### src/rtl/cdc_handshake_transmitter.sv
// Source-domain side of a two-phase (toggle) request/acknowledge CDC channel.
// Optional one-word holding buffer: define CDC_HANDSHAKE_TRANSMITTER_BUFFER_EN.
module cdc_handshake_transmitter #(
  parameter int unsigned WIDTH  = 8,
  parameter int unsigned STAGES = 2
) (
  input  logic             clock,
  input  logic             resetn,
  input  logic [WIDTH-1:0] write_data,
  input  logic             write_valid,
  output logic             write_ready,
  output logic [WIDTH-1:0] cdc_data,
  output logic             cdc_request,
  input  logic             cdc_acknowledge,
  output logic             busy
);

  localparam logic [1:0] IDLE             = 2'd0;
  localparam logic [1:0] PENDING          = 2'd1;
`ifdef CDC_HANDSHAKE_TRANSMITTER_BUFFER_EN
  localparam logic [1:0] PENDING_BUFFERED = 2'd2;
`endif

  logic [1:0]        state;
  logic [1:0]        state_next;
  logic [STAGES-1:0] ack_chain;
  logic [STAGES:0]   ack_shift;
  logic              ack_sync;
  logic              acknowledged;
  logic              launch;
  logic [WIDTH-1:0]  launch_word;

`ifdef CDC_HANDSHAKE_TRANSMITTER_BUFFER_EN
  logic [WIDTH-1:0]  buffer_data;
  logic              buffer_load;
`endif

  // Top bit of the shift view is the last synchronizer stage; works for STAGES=1 too.
  assign ack_shift    = {ack_chain, cdc_acknowledge};
  assign ack_sync     = ack_shift[STAGES];
  assign acknowledged = (ack_sync == cdc_request);
  assign busy         = (state != IDLE);

  always_ff @(posedge clock or negedge resetn) begin
    if (!resetn) begin
      ack_chain <= '0;
    end else begin
      ack_chain <= ack_shift[STAGES-1:0];
    end
  end

  always_comb begin
    write_ready = 1'b0;
    launch      = 1'b0;
    launch_word = write_data;
    state_next  = state;
`ifdef CDC_HANDSHAKE_TRANSMITTER_BUFFER_EN
    buffer_load = 1'b0;
`endif
    case (state)
      IDLE: begin
        write_ready = 1'b1;
        if (write_valid) begin
          launch     = 1'b1;
          state_next = PENDING;
        end
      end
      PENDING: begin
`ifdef CDC_HANDSHAKE_TRANSMITTER_BUFFER_EN
        write_ready = 1'b1;
        if (write_valid) begin
          if (acknowledged) begin
            launch = 1'b1;
          end else begin
            buffer_load = 1'b1;
            state_next  = PENDING_BUFFERED;
          end
        end else if (acknowledged) begin
          state_next = IDLE;
        end
`else
        write_ready = acknowledged;
        if (write_valid && acknowledged) begin
          launch = 1'b1;
        end else if (acknowledged) begin
          state_next = IDLE;
        end
`endif
      end
`ifdef CDC_HANDSHAKE_TRANSMITTER_BUFFER_EN
      PENDING_BUFFERED: begin
        if (acknowledged) begin
          launch      = 1'b1;
          launch_word = buffer_data;
          state_next  = PENDING;
        end
      end
`endif
      default: state_next = IDLE;
    endcase
  end

  always_ff @(posedge clock or negedge resetn) begin
    if (!resetn) begin
      state       <= IDLE;
      cdc_request <= 1'b0;
      cdc_data    <= '0;
    end else begin
      state <= state_next;
      if (launch) begin
        cdc_data    <= launch_word;
        cdc_request <= ~cdc_request;
      end
    end
  end

`ifdef CDC_HANDSHAKE_TRANSMITTER_BUFFER_EN
  always_ff @(posedge clock or negedge resetn) begin
    if (!resetn) begin
      buffer_data <= '0;
    end else if (buffer_load) begin
      buffer_data <= write_data;
    end
  end
`endif

endmodule

### config.mk
export PLATFORM = sky130hd
export DESIGN_NAME = cdc_handshake_transmitter
export DESIGN_NICKNAME = d
export VERILOG_FILES = /design/src/rtl/cdc_handshake_transmitter.sv
export SDC_FILE = /design/constraint.sdc
export NUM_CORES = 1
export LEC_CHECK = 0
export BUFFER_PORTS_ARGS = -buffer_cell sky130_fd_sc_hd__buf_2
export CORE_AREA = 2 2 39 41
export DETAILED_ROUTE_END_ITERATION = 10
export DIE_AREA = 0 0 41 43
export PLACE_DENSITY = 0.64
export SLEW_MARGIN = 20
export SYNTH_ARGS = -nofsm -noshare
export SYNTH_HDL_FRONTEND = slang
export SYNTH_SLANG_ARGS = --single-unit
### constraint.sdc
create_clock -name clock -period 1.89 [get_ports clock]
set_clock_uncertainty 0.1 [all_clocks]
set_input_delay 0.2835 -clock clock [delete_from_list [all_inputs] [get_ports clock]]
set_output_delay 0.2835 -clock clock [all_outputs]
set_load 0.02 [all_outputs]
== Yosys cells after proc, flatten, opt, wreduce, memory -nomap -nowiden ==
Cells that the tools add are included.

* Memories: 0
* Bits in latches: 0
* Memory bits (writable): 0
* Output and inout bits: 11
* Input port bits: 12
* Bits in read-only memories: 0
* Bits in registers: 13

* $add $sub $neg: 0
* Eq/ne operators: 5
* $lt $le $gt $ge: 0
* Shift operators: 0
* Multiply operators: 0
* Divide/modulo/power cells: 0
* Multiplexer cells: 8
* Bitwise gates (word level): 1
* Reduce and logical (&&, ||, !) cells: 4

{| class="wikitable"
|+ Operators by type and width
! operator !! number
|-
| 2-bit two-way mux || 3
|-
| 2-bit != test, second input constant || 3
|-
| 1-bit case mux with 2 select lines || 2
|-
| 2-bit case mux with 2 select lines || 1
|-
| 3-bit AND reduction || 1
|-
| 2-bit by 1-bit == test with 1-bit output, second input constant || 1
|-
| 2-bit logical NOT || 1
|-
| 1-bit two-way mux || 2
|-
| 2-bit nonzero test || 1
|-
| 1-bit == test || 1
|-
| 1-bit logical AND || 1
|-
| 1-bit inverter || 1
|}

== Depth between registers and ports, before layout ==
* Depth in word-level cells: 4
* Depth in mapped cells: 3
* Mapped depth without buffers: 3

== Least setup slack after synthesis ==
OpenSTA, ideal clock, no wires.

* Path kind: flip-flop to flip-flop
* From: register cdc_request
* To: register cdc_data[0]
* Stages on the path, launching flop included: 4
* Slack: 362 ps
* Arrival time: 1303 ps
* Cell sequence: dfrtp_1 -> xor2_1 -> a21boi_4 -> mux2_2

* Longest elaborated chain between the ends: 4

{| class="wikitable"
|+ RTL lines
! element !! line !! RTL
|-
| start, declared || 13 || <nowiki>output logic cdc_request,</nowiki>
|-
| start signal, assigned || 112 || <nowiki>cdc_request <= ~cdc_request;</nowiki>
|-
| 1-bit == test || 41 || <nowiki>assign acknowledged = (ack_sync == cdc_request);</nowiki>
|-
| 1-bit logical AND || 83 || <nowiki>if (write_valid && acknowledged) begin</nowiki>
|-
| 1-bit two-way mux || 83 ||
|-
| 1-bit case mux with 2 select lines || 60 || <nowiki>case (state)</nowiki>
|-
| end signal, assigned || 111 || <nowiki>cdc_data <= launch_word;</nowiki>
|-
| end, declared || 12 || <nowiki>output logic [WIDTH-1:0] cdc_data,</nowiki>
|}

Every way passes these cells.
A chain may end at the register's enable or synchronous reset.

== Final worst setup path ==
* From: register cdc_request
* To: output write_ready

* Longest elaborated chain between the ends: 2

{| class="wikitable"
|+ RTL lines
! element !! line !! RTL
|-
| 1-bit == test || 41 ||
|-
| 1-bit case mux with 2 select lines || 60 ||
|-
| end, declared || 11 || <nowiki>output logic write_ready,</nowiki>
|}

Every way passes these cells.

==> results.txt <==
- Result of the run: finished, final reports clean
- Setup slack on the worst flop-to-flop path: 0.37 ns
* Category of the most critical setup path: reg2out
- The largest single stage delay on the critical path is 0.41 ns.
- In the final routed layout, each cell accounts on average for 10.9 um.
- Origin of the worst setup path: cdc_request
- GR Layer Usage met1: 12.1%
* Global Route Usage Sum: 10.6%
* Number of instances on the worst hold path: 2
- The critical path goes through xor2_1, nand2_1, buf_2.
* Synthesized Nets: 38
- Number of top-level pins: 23
* Met2 layer usage reported by global route: 14.7%
- During synthesis, Yosys emitted a total of 0 warnings.
- The number of global-route vias before repair came to 279.
- In this run the critical register-to-register path is captured at cdc_data[6].
- Clock network fraction of total power: 19.4%
* Comb pwr share: 35.2%
- Maximum vdd ir drop: 599 uV
- Summed over all layers, the global routing overflow is 0.
- Hold Buf Count CTS: 1
- Syn-to-layout area delta: 38.4%
* Unrepaired setup endpoints after global routing: no
- In this run the number of H-tree levels came out at 1.
* Skew-Pair Late Insertion Delay: 0.27 ns
* Routing layer with the top usage in global route: met2
- Setup violations remaining at the end of the flow were counted as 0.
- In the routed design, unresolved DRC markers number 0.
* Total inserted antenna cells: 0
- Final Cycle Share: 86.8%
- The count of final hold-check violations was 0.
* Family of cells with the greatest summed delay on the critical path: flip-flops
* Post-synthesis sequential area ratio: 66.9%
* Max Root-Sink Buffers: 2
- Transition time at the pin with the least slew margin: 0.300 ns
- The tightest hold path in the finished design has a slack of 0.145 ns.
* Final net count: 67
- The synthesized design contains 12 register bits.
- The pre-antenna-repair detailed-routing pass consisted of 2 iterations.
- Net switching share of the total power: 34.3%
- Pin count of the biggest net entering global routing: 13
* Fmax achieved: 610 MHz
- In this run, flip-flops and latches consume 45.4% of the power.
- Worst path bufs/invs: 1
* Global routing usage on met3: 7.85%
- Worst reg2reg startpoint: cdc_request
- CTS buffer count: 3
- In this run the number of cells on the critical path is 3.
* Max-cap violation count: 0
* Number of buffers inserted to repair setup after CTS: 0
- Via Count: 317
* Root cell of the clock tree: sky130_fd_sc_hd__clkbuf_4
- # clock sinks: 12
- Switching power: 0.000270 W
- HP Start: write_data[3]
- Along the worst path, the maximum fanout reaches 4.
- Synthesis produced 26 cells.
- Critical Path End: write_ready
* Vias per std cell: 4.59
* Iteration-0 DRC Markers: 1
* Pins Over Slew Limit: 0
- Antenna violations before repair: 0
- In this run, placement finished with an instance count of 64.
- Cell Pwr Density: 1260 nW/um^2
- TritonCTS built the clock tree.
- Fillers: 139
- Final core utilization: 44.9%
- The die is 43 um tall.
- Crit path launch type: flip-flop
- The cell area that synthesis handed to floorplanning was 449 um^2.
- Remaining number of nets flagged by the antenna check after routing: 0
- Hold/Removal Path Class: in2reg
* Normalized max-slew margin: 80.0%
- CP arrival: 1.26 ns
- The congestion estimate from routability-driven global placement came to 0.580.
* Number of distinct standard cells referenced by the synthesized netlist: 7
- Reg clk slew, reported paths: 0.07 ns
- Slowest library cell on the worst path: sky130_fd_sc_hd__dfrtp_1
* Drt total wl: 754 um
* Number of input and output port buffers inserted: 22
* Required time worst endpoint: 1.51 ns
- Excluding fillers, the count of instances in the completed layout stands at 69.
- The internal power of the cells totals 0.000516 W.
- In the final timing run, aggregate negative setup slack is 0 ns.
- Share of cells above drive strength 1: 66.0%
- The worst path in the final design needs a cycle of 1.64 ns, including I/O delays and setup.
* Leakage power total: 0.306 nW
* Crit path capture type: output pin
- Global-route wire length before repair: 1170 um
- Worst r2r path cells: 3
- Post-Syn Area per Cell: 17.3 um^2
- From left edge to right edge, the die measures 41 um.
- Once the clock tree was built, the resizer swapped 0 gates to a different size.
- Starting utilization of the core area: 32.5%
- Row generation in the floorplan step produced 14 rows.
* Die footprint: 1760 um^2
- Core footprint: 1380 um^2
## layout make-up
class / instances / area (um^2) / area share (%)
flip-flops and latches: 12 / 300 / 48.3
multi-input cells: 14 / 149 / 23.9
repair buffers: 24 / 130 / 20.9
clock buffers: 3 / 22.5 / 3.62
well taps: 16 / 20.0 / 3.22
## power by group through the flow
stage / clock network (W) / logic, W / registers [W]
after CTS: 0.000168 / 0.000280 / 0.000358
after detailed placement: 0 / 0.000279 / 0.000362
after floorplan: 0 / 0.000100 / 0.000442
after global placement: 0 / 0.000274 / 0.000362
final: 0.000152 / 0.000277 / 0.000357
after global routing: 0.000179 / 0.000299 / 0.000366
## layout by cell type, fill, tap and decap left out
master,instances
sky130_fd_sc_hd__mux2i_1,1
sky130_fd_sc_hd__buf_2,22
sky130_fd_sc_hd__a21boi_4,1
sky130_fd_sc_hd__nand2b_1,1
sky130_fd_sc_hd__dlygate4sd3_1,2
sky130_fd_sc_hd__nand2_1,1
sky130_fd_sc_hd__xor2_1,1
sky130_fd_sc_hd__mux2_2,9
sky130_fd_sc_hd__clkbuf_4,3
sky130_fd_sc_hd__dfrtp_1,12
## kinds of logic after synthesis
kind of cell,after synthesis,share of synthesized area (%)
multiplexers,10,24.8
AO/OA/AOI/OAI,1,4.18
XOR/XNOR,1,1.95
flip-flops,12,66.9
AND/OR/NAND/NOR,2,2.23
## sequential cells by signal, indices dropped and copies added (netlist names)
signal	flops
cdc_data	8
ack_chain	2
cdc_request	1
state	1
## routing by layer
metal	up-vias	wire (um)
met5	-	0
met3	0	90
li1	147	-
met1	151	321
met2	19	342
met4	0	0
## worst reg2reg max path: stages (launching register included)
cell and delay (ns):
sky130_fd_sc_hd__dfrtp_1 0.41, sky130_fd_sc_hd__xor2_1 0.21, sky130_fd_sc_hd__a21boi_4 0.31, sky130_fd_sc_hd__mux2_2 0.38
## Yosys cell counts
| cell type | number | area (um^2) |
|---|---|---|
| sky130_fd_sc_hd__a21boi_4 | 1 | 18.8 |
| sky130_fd_sc_hd__nand2_1 | 1 | 3.75 |
| sky130_fd_sc_hd__mux2_2 | 9 | 101 |
| sky130_fd_sc_hd__nand2b_1 | 1 | 6.26 |
| sky130_fd_sc_hd__xor2_1 | 1 | 8.76 |
| sky130_fd_sc_hd__mux2i_1 | 1 | 10.0 |
| sky130_fd_sc_hd__dfrtp_1 | 12 | 300 |
## worst min-delay path by stage
stage	to	slack (ns)
floorplan	ack_chain[0]	-0.11
global placement	state[0]	0.07
detailed placement	state[0]	0.07
CTS	ack_chain[0]	0.001
global route	cdc_data[1]	0.12
finish	cdc_data[3]	0.15
## stage by stage
stage	setup slack, ns	total power [W]	area (um^2)
floorplan	0.362	0.000542	449
global placement	0.402	0.000637	579
detailed placement	0.354	0.000641	579
CTS	0.215	0.000806	612
global route	0.174	0.000844	622
finish	0.250	0.000786	622
(Power assumes the default switching activity.)
